--- config.mk ---
export PLATFORM = sky130hd
export DESIGN_NAME = writeback_stage_flat
export DESIGN_NICKNAME = d
export VERILOG_FILES = /design/src/rtl/writeback_stage_if.sv /design/src/rtl/writeback_stage.sv /design/src/flat_wrapper.sv
export SDC_FILE = /design/constraint.sdc
export NUM_CORES = 1
export LEC_CHECK = 0
export ABC_AREA = 1
export BUFFER_PORTS_ARGS = -buffer_cell sky130_fd_sc_hd__clkbuf_2
export CAP_MARGIN = 20
export CORE_ASPECT_RATIO = 0.9
export CORE_MARGIN = 3
export CORE_UTILIZATION = 30
export DETAILED_ROUTE_END_ITERATION = 6
export REMOVE_ABC_BUFFERS = 1
export SLEW_MARGIN = 15
export SYNTH_ARGS = -nofsm -noshare
export SYNTH_HDL_FRONTEND = slang
export SYNTH_SLANG_ARGS = --single-unit
--- constraint.sdc ---
create_clock -name clk -period 2.3 [get_ports clk]
set_input_delay 0.115 -clock clk [delete_from_list [all_inputs] [get_ports clk]]
set_output_delay 0.115 -clock clk [all_outputs]
set_load 0.03 [all_outputs]
--- src/rtl/writeback_stage_if.sv ---
// Bundle of pipeline-side, register-file and output-port signals for the write-back stage.
// The slave modport is the stage itself; the master modport is whoever drives the pipeline and device.
interface writeback_stage_if #(
    parameter int DATA_W    = 16,
    parameter int ADDR_W    = 3,
    parameter int OUT_DEPTH = 4
);
    localparam int CNT_W = $clog2(OUT_DEPTH) + 1;

    logic              reg_write_in;
    logic [1:0]        wb_sel_in;
    logic [ADDR_W-1:0] reg_write_address_in;
    logic [DATA_W-1:0] alu_value_in;
    logic [DATA_W-1:0] mem_data_in;
    logic [DATA_W-1:0] LDM_value_in;
    logic [DATA_W-1:0] input_port_in;
    logic [DATA_W-1:0] read_data1_in;
    logic              outport_enable_in;
    logic              out_ready;
    logic              reg_write_en;
    logic [ADDR_W-1:0] reg_write_address;
    logic [DATA_W-1:0] reg_write_data;
    logic              out_valid;
    logic [DATA_W-1:0] out_data;
    logic              outport_stall;
    logic [CNT_W-1:0]  out_count;

    modport master (
        output reg_write_in, wb_sel_in, reg_write_address_in, alu_value_in, mem_data_in,
               LDM_value_in, input_port_in, read_data1_in, outport_enable_in, out_ready,
        input  reg_write_en, reg_write_address, reg_write_data, out_valid, out_data,
               outport_stall, out_count
    );

    modport slave (
        input  reg_write_in, wb_sel_in, reg_write_address_in, alu_value_in, mem_data_in,
               LDM_value_in, input_port_in, read_data1_in, outport_enable_in, out_ready,
        output reg_write_en, reg_write_address, reg_write_data, out_valid, out_data,
               outport_stall, out_count
    );
endinterface

--- src/rtl/writeback_stage.sv ---
// Final pipeline stage: combinational register-file write-back plus a small circular
// FIFO that owns the output port and back-pressures the pipeline when it cannot accept.
module writeback_stage #(
    parameter int DATA_W    = 16,
    parameter int ADDR_W    = 3,
    parameter int OUT_DEPTH = 4
) (
    input logic              clk,
    input logic              reset,
    writeback_stage_if.slave wb
);
    localparam int PTR_W = $clog2(OUT_DEPTH);
    localparam int CNT_W = PTR_W + 1;

    logic [DATA_W-1:0] fifo_mem [OUT_DEPTH];
    logic [PTR_W-1:0]  rd_ptr, wr_ptr;
    logic [CNT_W-1:0]  count;
    logic              full, empty, push, pop, stall;

    always_comb begin
        wb.reg_write_data = wb.alu_value_in;
        case (wb.wb_sel_in)
            2'b00: wb.reg_write_data = wb.alu_value_in;
            2'b01: wb.reg_write_data = wb.mem_data_in;
            2'b10: wb.reg_write_data = wb.LDM_value_in;
            2'b11: wb.reg_write_data = wb.input_port_in;
        endcase
    end

    assign full  = (count == CNT_W'(OUT_DEPTH));
    assign empty = (count == '0);
    assign pop   = ~empty & wb.out_ready;
    // A full FIFO still takes the new entry when the head leaves in the same cycle.
    assign push  = wb.outport_enable_in & (~full | wb.out_ready);
    assign stall = wb.outport_enable_in & full & ~wb.out_ready;

    assign wb.reg_write_address = wb.reg_write_address_in;
    assign wb.reg_write_en      = wb.reg_write_in & reset & ~stall;
    assign wb.outport_stall     = stall;
    assign wb.out_valid         = ~empty;
    assign wb.out_data          = fifo_mem[rd_ptr];
    assign wb.out_count         = count;

    always_ff @(posedge clk or negedge reset) begin
        if (!reset) begin
            rd_ptr <= '0;
            wr_ptr <= '0;
            count  <= '0;
        end else begin
            if (push) wr_ptr <= wr_ptr + 1'b1;
            if (pop)  rd_ptr <= rd_ptr + 1'b1;
            case ({push, pop})
                2'b10:   count <= count + 1'b1;
                2'b01:   count <= count - 1'b1;
                default: count <= count;
            endcase
        end
    end

    // Storage needs no reset: nothing reads it until count says an entry is live.
    always_ff @(posedge clk) begin
        if (push) fifo_mem[wr_ptr] <= wb.read_data1_in;
    end
endmodule

--- src/flat_wrapper.sv ---
// flat-port wrapper written by rule: the top's interface ports become plain ports
module writeback_stage_flat 
#(
    parameter int DATA_W    = 16,
    parameter int ADDR_W    = 3,
    parameter int OUT_DEPTH = 4
)
  (clk, reset, wb_reg_write_in, wb_wb_sel_in, wb_reg_write_address_in, wb_alu_value_in, wb_mem_data_in, wb_LDM_value_in, wb_input_port_in, wb_read_data1_in, wb_outport_enable_in, wb_out_ready, wb_reg_write_en, wb_reg_write_address, wb_reg_write_data, wb_out_valid, wb_out_data, wb_outport_stall, wb_out_count);
  writeback_stage_if #(.DATA_W(DATA_W), .ADDR_W(ADDR_W), .OUT_DEPTH(OUT_DEPTH)) wb_i ();
  input logic clk;
  input logic reset;
  input wire logic [$bits(wb_i.reg_write_in)-1:0] wb_reg_write_in;
  input wire logic [$bits(wb_i.wb_sel_in)-1:0] wb_wb_sel_in;
  input wire logic [$bits(wb_i.reg_write_address_in)-1:0] wb_reg_write_address_in;
  input wire logic [$bits(wb_i.alu_value_in)-1:0] wb_alu_value_in;
  input wire logic [$bits(wb_i.mem_data_in)-1:0] wb_mem_data_in;
  input wire logic [$bits(wb_i.LDM_value_in)-1:0] wb_LDM_value_in;
  input wire logic [$bits(wb_i.input_port_in)-1:0] wb_input_port_in;
  input wire logic [$bits(wb_i.read_data1_in)-1:0] wb_read_data1_in;
  input wire logic [$bits(wb_i.outport_enable_in)-1:0] wb_outport_enable_in;
  input wire logic [$bits(wb_i.out_ready)-1:0] wb_out_ready;
  output wire logic [$bits(wb_i.reg_write_en)-1:0] wb_reg_write_en;
  output wire logic [$bits(wb_i.reg_write_address)-1:0] wb_reg_write_address;
  output wire logic [$bits(wb_i.reg_write_data)-1:0] wb_reg_write_data;
  output wire logic [$bits(wb_i.out_valid)-1:0] wb_out_valid;
  output wire logic [$bits(wb_i.out_data)-1:0] wb_out_data;
  output wire logic [$bits(wb_i.outport_stall)-1:0] wb_outport_stall;
  output wire logic [$bits(wb_i.out_count)-1:0] wb_out_count;
  assign wb_i.reg_write_in = wb_reg_write_in;
  assign wb_i.wb_sel_in = wb_wb_sel_in;
  assign wb_i.reg_write_address_in = wb_reg_write_address_in;
  assign wb_i.alu_value_in = wb_alu_value_in;
  assign wb_i.mem_data_in = wb_mem_data_in;
  assign wb_i.LDM_value_in = wb_LDM_value_in;
  assign wb_i.input_port_in = wb_input_port_in;
  assign wb_i.read_data1_in = wb_read_data1_in;
  assign wb_i.outport_enable_in = wb_outport_enable_in;
  assign wb_i.out_ready = wb_out_ready;
  assign wb_reg_write_en = wb_i.reg_write_en;
  assign wb_reg_write_address = wb_i.reg_write_address;
  assign wb_reg_write_data = wb_i.reg_write_data;
  assign wb_out_valid = wb_i.out_valid;
  assign wb_out_data = wb_i.out_data;
  assign wb_outport_stall = wb_i.outport_stall;
  assign wb_out_count = wb_i.out_count;
  writeback_stage #(.DATA_W(DATA_W), .ADDR_W(ADDR_W), .OUT_DEPTH(OUT_DEPTH)) u_core (.clk(clk), .reset(reset), .wb(wb_i));
endmodule
Yosys cells after proc, flatten, opt, wreduce, memory -nomap -nowiden
Memories as Yosys holds them, arrays and structs flattened.
Cells that the tools add are included.
{ "word_totals": {"register_bits": 7, "ram_bits": 64, "input_bits": 90, "output_inout_bits": 41, "n_memories": 1} }
{ "classes": {"n_addsub": 4, "eq_ne": 6, "mux": 4, "bitwise": 11, "n_reduce_logical": 3} }
{ "mem_list": {"columns": ["name", "words", "word_bits", "read_ports", "rd_clocked_by_memory_dff", "write_ports", "line_no", "rtl"], "rows": [
  ["u_core.fifo_mem", 4, 16, 1, 0, 1, "writeback_stage.sv:15", "logic [DATA_W-1:0] fifo_mem [OUT_DEPTH];"]
]} }
{ "op_table": {"columns": ["operator", "n"], "rows": [
  ["$pmux W16 S4", 1],
  ["$and A1 B1 Y1", 6],
  ["$eq A2 B2 Y1 const B", 3],
  ["$pmux W3 S2", 1],
  ["$add A2 B1 Y2 const B", 2],
  ["$eq A2 B1 Y1 const B", 2],
  ["$not A1 Y1", 4],
  ["$add A3 B1 Y3 const B", 1],
  ["$eq A3 B3 Y1 const B", 1],
  ["$logic_not A3 Y1", 1],
  ["$sub A3 B1 Y3 const B", 1],
  ["$logic_not A2 Y1", 1],
  ["$mux W1", 2],
  ["$reduce_bool A2 Y1", 1],
  ["$or A1 B1 Y1", 1]
]} }

Depth between registers and ports, before layout
{ "logic_depth": {"word_depth": 6, "ltp_mapped": 12, "depth_no_buf": 12} }

Least setup slack after synthesis
Ideal clock, no wire load.
{ "synth_path": {"path_kind": "reg2reg", "from": "reg u_core.count[0], in the netlist u_core.wb.out_count[0]", "to": "reg u_core.count[2], in the netlist u_core.wb.out_count[2]", "arrival_ns": 1.969, "t_required_ns": 2.182, "setup_slack_ns": 0.213, "path_stages_with_launch": 12, "synth_period_minus_slack_ns": 2.087, "cell_sequence": "dfrtp_1 > nor2_1 > nand2_1 > nand2_1 > inv_1 > ha_1 > inv_1 > fa_1 > nand2_1 > nand3_1 > nand2_1 > nand2_1"} }
{ "synth_lines": {"columns": ["element", "line_no", "rtl"], "rows": [
  ["from (decl)", "writeback_stage.sv:17", "logic [CNT_W-1:0] count;"],
  ["from (signal assigned)", "writeback_stage.sv:53", "2'b10: count <= count + 1'b1;"],
  ["from (signal assigned)", "writeback_stage.sv:54", "2'b01: count <= count - 1'b1;"],
  ["from (signal assigned)", "writeback_stage.sv:55", "default: count <= count;"],
  ["$logic_not A3 Y1 *", "writeback_stage.sv:31", "assign empty = (count == '0);"],
  ["$not A1 Y1 *", null, null],
  ["named net wb_out_valid", "flat_wrapper.sv:25", "output wire logic [$bits(wb_i.out_valid)-1:0] wb_out_valid;"],
  ["$and A1 B1 Y1 *", "writeback_stage.sv:32", "assign pop = ~empty & wb.out_ready;"],
  ["named net u_core.pop", "writeback_stage.sv:18", "logic full, empty, push, pop, stall;"],
  ["$eq A2 B1 Y1 or $eq A2 B2 Y1 (tied branches)", "writeback_stage.sv:52", "case ({push, pop})"],
  ["$pmux W3 S2 or $reduce_bool A2 Y1 (tied branches)", null, null]
]} }
Mark *: on every way through the listed nets, which the timed path passes. The rest lies on a longest branch.
A chain may end at the register's enable or synchronous reset.

Worst setup path in the final report
{ "layout_path": {"from": "reg u_core.rd_ptr[0]", "to": "out wb_out_data[10]"} }
{ "layout_between": {"elab_chain_len": 1} }
{ "layout_lines": {"columns": ["element", "line_no", "rtl"], "rows": [
  ["from (decl)", "writeback_stage.sv:16", "logic [PTR_W-1:0] rd_ptr, wr_ptr;"],
  ["from (signal assigned)", "writeback_stage.sv:51", "if (pop) rd_ptr <= rd_ptr + 1'b1;"],
  ["$mem_v2 Z4 W16", null, null],
  ["to (decl)", "flat_wrapper.sv:26", "output wire logic [$bits(wb_i.out_data)-1:0] wb_out_data;"]
]} }
Every way passes these cells.

==> results by group <==
Finish
  • Reg area: 0.002097 mm^2
  • Final Instance Count excl. Fillers: 631
  • Multi-input gate area: 0.001112 mm^2
  • Layout fillers: 1,079
  • Layout Nets: 570
  • Commonest non-fill, non-tap cell in the layout: clkbuf_2
  • # diodes: 0
  • Final Util: 41.16%
  • Most frequent cells in the layout: clkbuf_2 (124), nand2_1 (95), edfxtp_1 (64), nor2_1 (34), inv_1 (32)
  • Area Growth Syn to Fin: 31.21%
  • Layout cells sized above 1: 34.45%

Detailed routing
  • Residual DRC: 0
  • Drt pass-1 iters: 4
  • ANT nets after route: 0
  • Via count: 2,790
  • Final wirelength: 8.109 mm
  • Vias per cell: 4.422
  • DRT iter0 DRCs: 84
  • Average wire per standard cell: 12.85 um

Floorplanning
  • Die Footprint: 0.01292 mm^2
  • # IOs: 131
  • Die Y: 108.1 um
  • Width of the die: 119.5 um
  • Starting Density: 31.37%
  • Cell Rows: 36
  • Core area: 0.01108 mm^2

Logic synthesis
  • Avg Cell Area, Syn: 10.02 um^2
  • Unique cell type count in the Yosys netlist: 24
  • Synthesis Warnings: 0
  • Cell count after synthesis: 347
  • FF+latch count, synth: 71
  • Seq/Total Area, Yosys: 60.33%
  • Mux cell area share after synthesis: 0%
  • Post-Synth Adder-Cell Area: 2.376%
  • Compound-Gate Fraction of Synth Area: 5.904%
  • Synthesized area: 0.003476 mm^2
  • Post-synthesis xor/xnor area fraction: 0.2520%
  • Simple-gate area share of the yosys netlist: 23.18%
  • Largest family of logic cells by synthesized area: simple AND/OR/NAND/NOR gates

Clock network
  • Resized cells post-CTS: 0
  • Htree depth: 3
  • Setup bufs post-CTS: 0
  • Max Root-Sink Buffers: 2
  • Clock Sinks: 71
  • TritonCTS clock tree: done
  • Hold bufs inserted after CTS: 1
  • Reg clk slew, reported paths: 60 ps
  • Clk root buf: clkbuf_16
  • CTS Buf Count: 9
  • Skew-Pair Late Insertion Delay: 320 ps

Power and ir drop
  • Cell area power density: 1179 mW/mm^2
  • Peak supply drop: 0.0007679 V
  • LEAKAGE: 0.002056 uW

Place
  • Placed insts: 614
  • Routability congestion estimate: 0.8667
  • Post-DP HPWL: 5.875 mm
  • IO buf count: 124

Timing
  • Final Cycle Share: 84.85%
  • Shortest period the worst path allows: 1951 ps
  • # setup viols final: 0
  • Total negative slack: 0 ps
  • Clk_skew: 4.756 ps
  • Fmax achieved: 0.5124 GHz
  • Hold Vio Cnt, Final: 0
  • Max-slew violations: 0
  • Max transition margin: 71.36%
  • Slew @ Worst Pin: 428.9 ps
  • Unrepaired setup endpoints after global routing: false

Setup path
  • Arr. time, crit path: 1840 ps
  • Largest fanout on the critical path: 26
  • Setup crit start kind: flip-flop
  • CP endpoint kind: output pin
  • Critical path class: flip-flop to output pin
  • Worst EP required: 2180 ps

GRT
  • Vias in the first global route: 2,657
  • Global route overflow: 0
  • First-pass GRT wire length: 12.66 mm
  • Total global-route track usage: 12.38%
  • Initial antenna violation count: 0
  • Largest net degree at the start of global routing: 36

Outcome
  • Run status: finished, final reports clean

Hold path
  • Worst hold path type: primary input to flip-flop

Flow run
  • Maximum capacitance violations: 0
[sequential cells by signal (all words and copies together), names as in the netlist]
signal               count
u_core.fifo_mem         64
u_core.wb.out_count      3
u_core.rd_ptr            2
u_core.wr_ptr            2
[critical path, cell delays in order (launching register included)]
cell and delay [ps]:
dfrtp_1 380, inv_2 330, buf_4 300, nor2_1 60
nor2_1 80, o21ai_0 90, nand2_1 70, clkbuf_2 200
[power by group]
part           total [uW]  internal (uW)  switching [uW]
logic                2150            624            1530
clock network        1450            949             504
registers            1770           1690            86.6
[cell usage after synthesis, drive strengths merged]
library cell | number | area, um^2
ha | 5 | 62.56
clkbuf | 4 | 15.01
nor2 | 41 | 185.2
o211ai | 16 | 120.1
o21ai | 17 | 85.08
inv | 36 | 140.1
dfrtp | 7 | 175.2
nand3 | 23 | 115.1
nand4 | 17 | 106.4
edfxtp | 64 | 1922
buf | 14 | 121.4
xnor2 | 1 | 8.760
fa | 1 | 20.02
nand2 | 101 | 399.1
[logic make-up (layout without fill, tap and decap cells)]
group           Yosys count  in the layout
compound gates           33             33
flops                    71             71
fa+ha+maj                 6              6
xor+xnor                  1              1
buf+inv                  54            186
simple gates            182            182
[cell type report]
type                    instances  area share, %
inverters                      36          3.073
clock buffers                   9          4.938
repair buffers                134          15.31
multi-input cells             222          24.39
flip-flops and latches         71          45.98
clock inverters                 7          2.140
well taps                     152          4.170
[routing by layer]
| metal | share of wire (%) | GRT usage [%] |
|---|---|---|
| met2 | 47 | 22.30 |
| met3 | 8.7 | 2.458 |
| met4 | 2.5 | 5.887 |
| met1 | 41 | 14.21 |
| met5 | 0 | 0 |
[final timing paths]
| path | from | to | slack (ps) | depth (start not counted) |
|---|---|---|---|---|
| max | u_core.rd_ptr[0] | wb_out_data[10] | 350 | 7 |
| max reg2reg | u_core.wb.out_count[0] | u_core.wb.out_count[2] | 450 | 10 |
| max in group asynchronous | reset | u_core.wb.out_count[0] | 1960 | 2 |
| min | wb_read_data1_in[0] | u_core.fifo_mem[0][0] | 20 | 1 |
| min reg2reg | u_core.wb.out_count[2] | u_core.wb.out_count[2] | 510 | 2 |
| min in group asynchronous | reset | u_core.wb.out_count[2] | 160 | 2 |
[stage by stage]
step	cell area [um^2]	setup WS, ps	total power, uW	hold slack [ps]
6_report	4561	348.6	5379	15.77
5_1_grt	4561	154.0	5739	15.44
4_1_cts	4561	314.4	5453	3.665
3_5_place_dp	4228	461.1	3991	-27.98
3_3_place_gp	4228	540.4	3964	-26.61
2_1_floorplan	3339	213.2	3224	-180.6
Power figures use the tool's default switching activity.
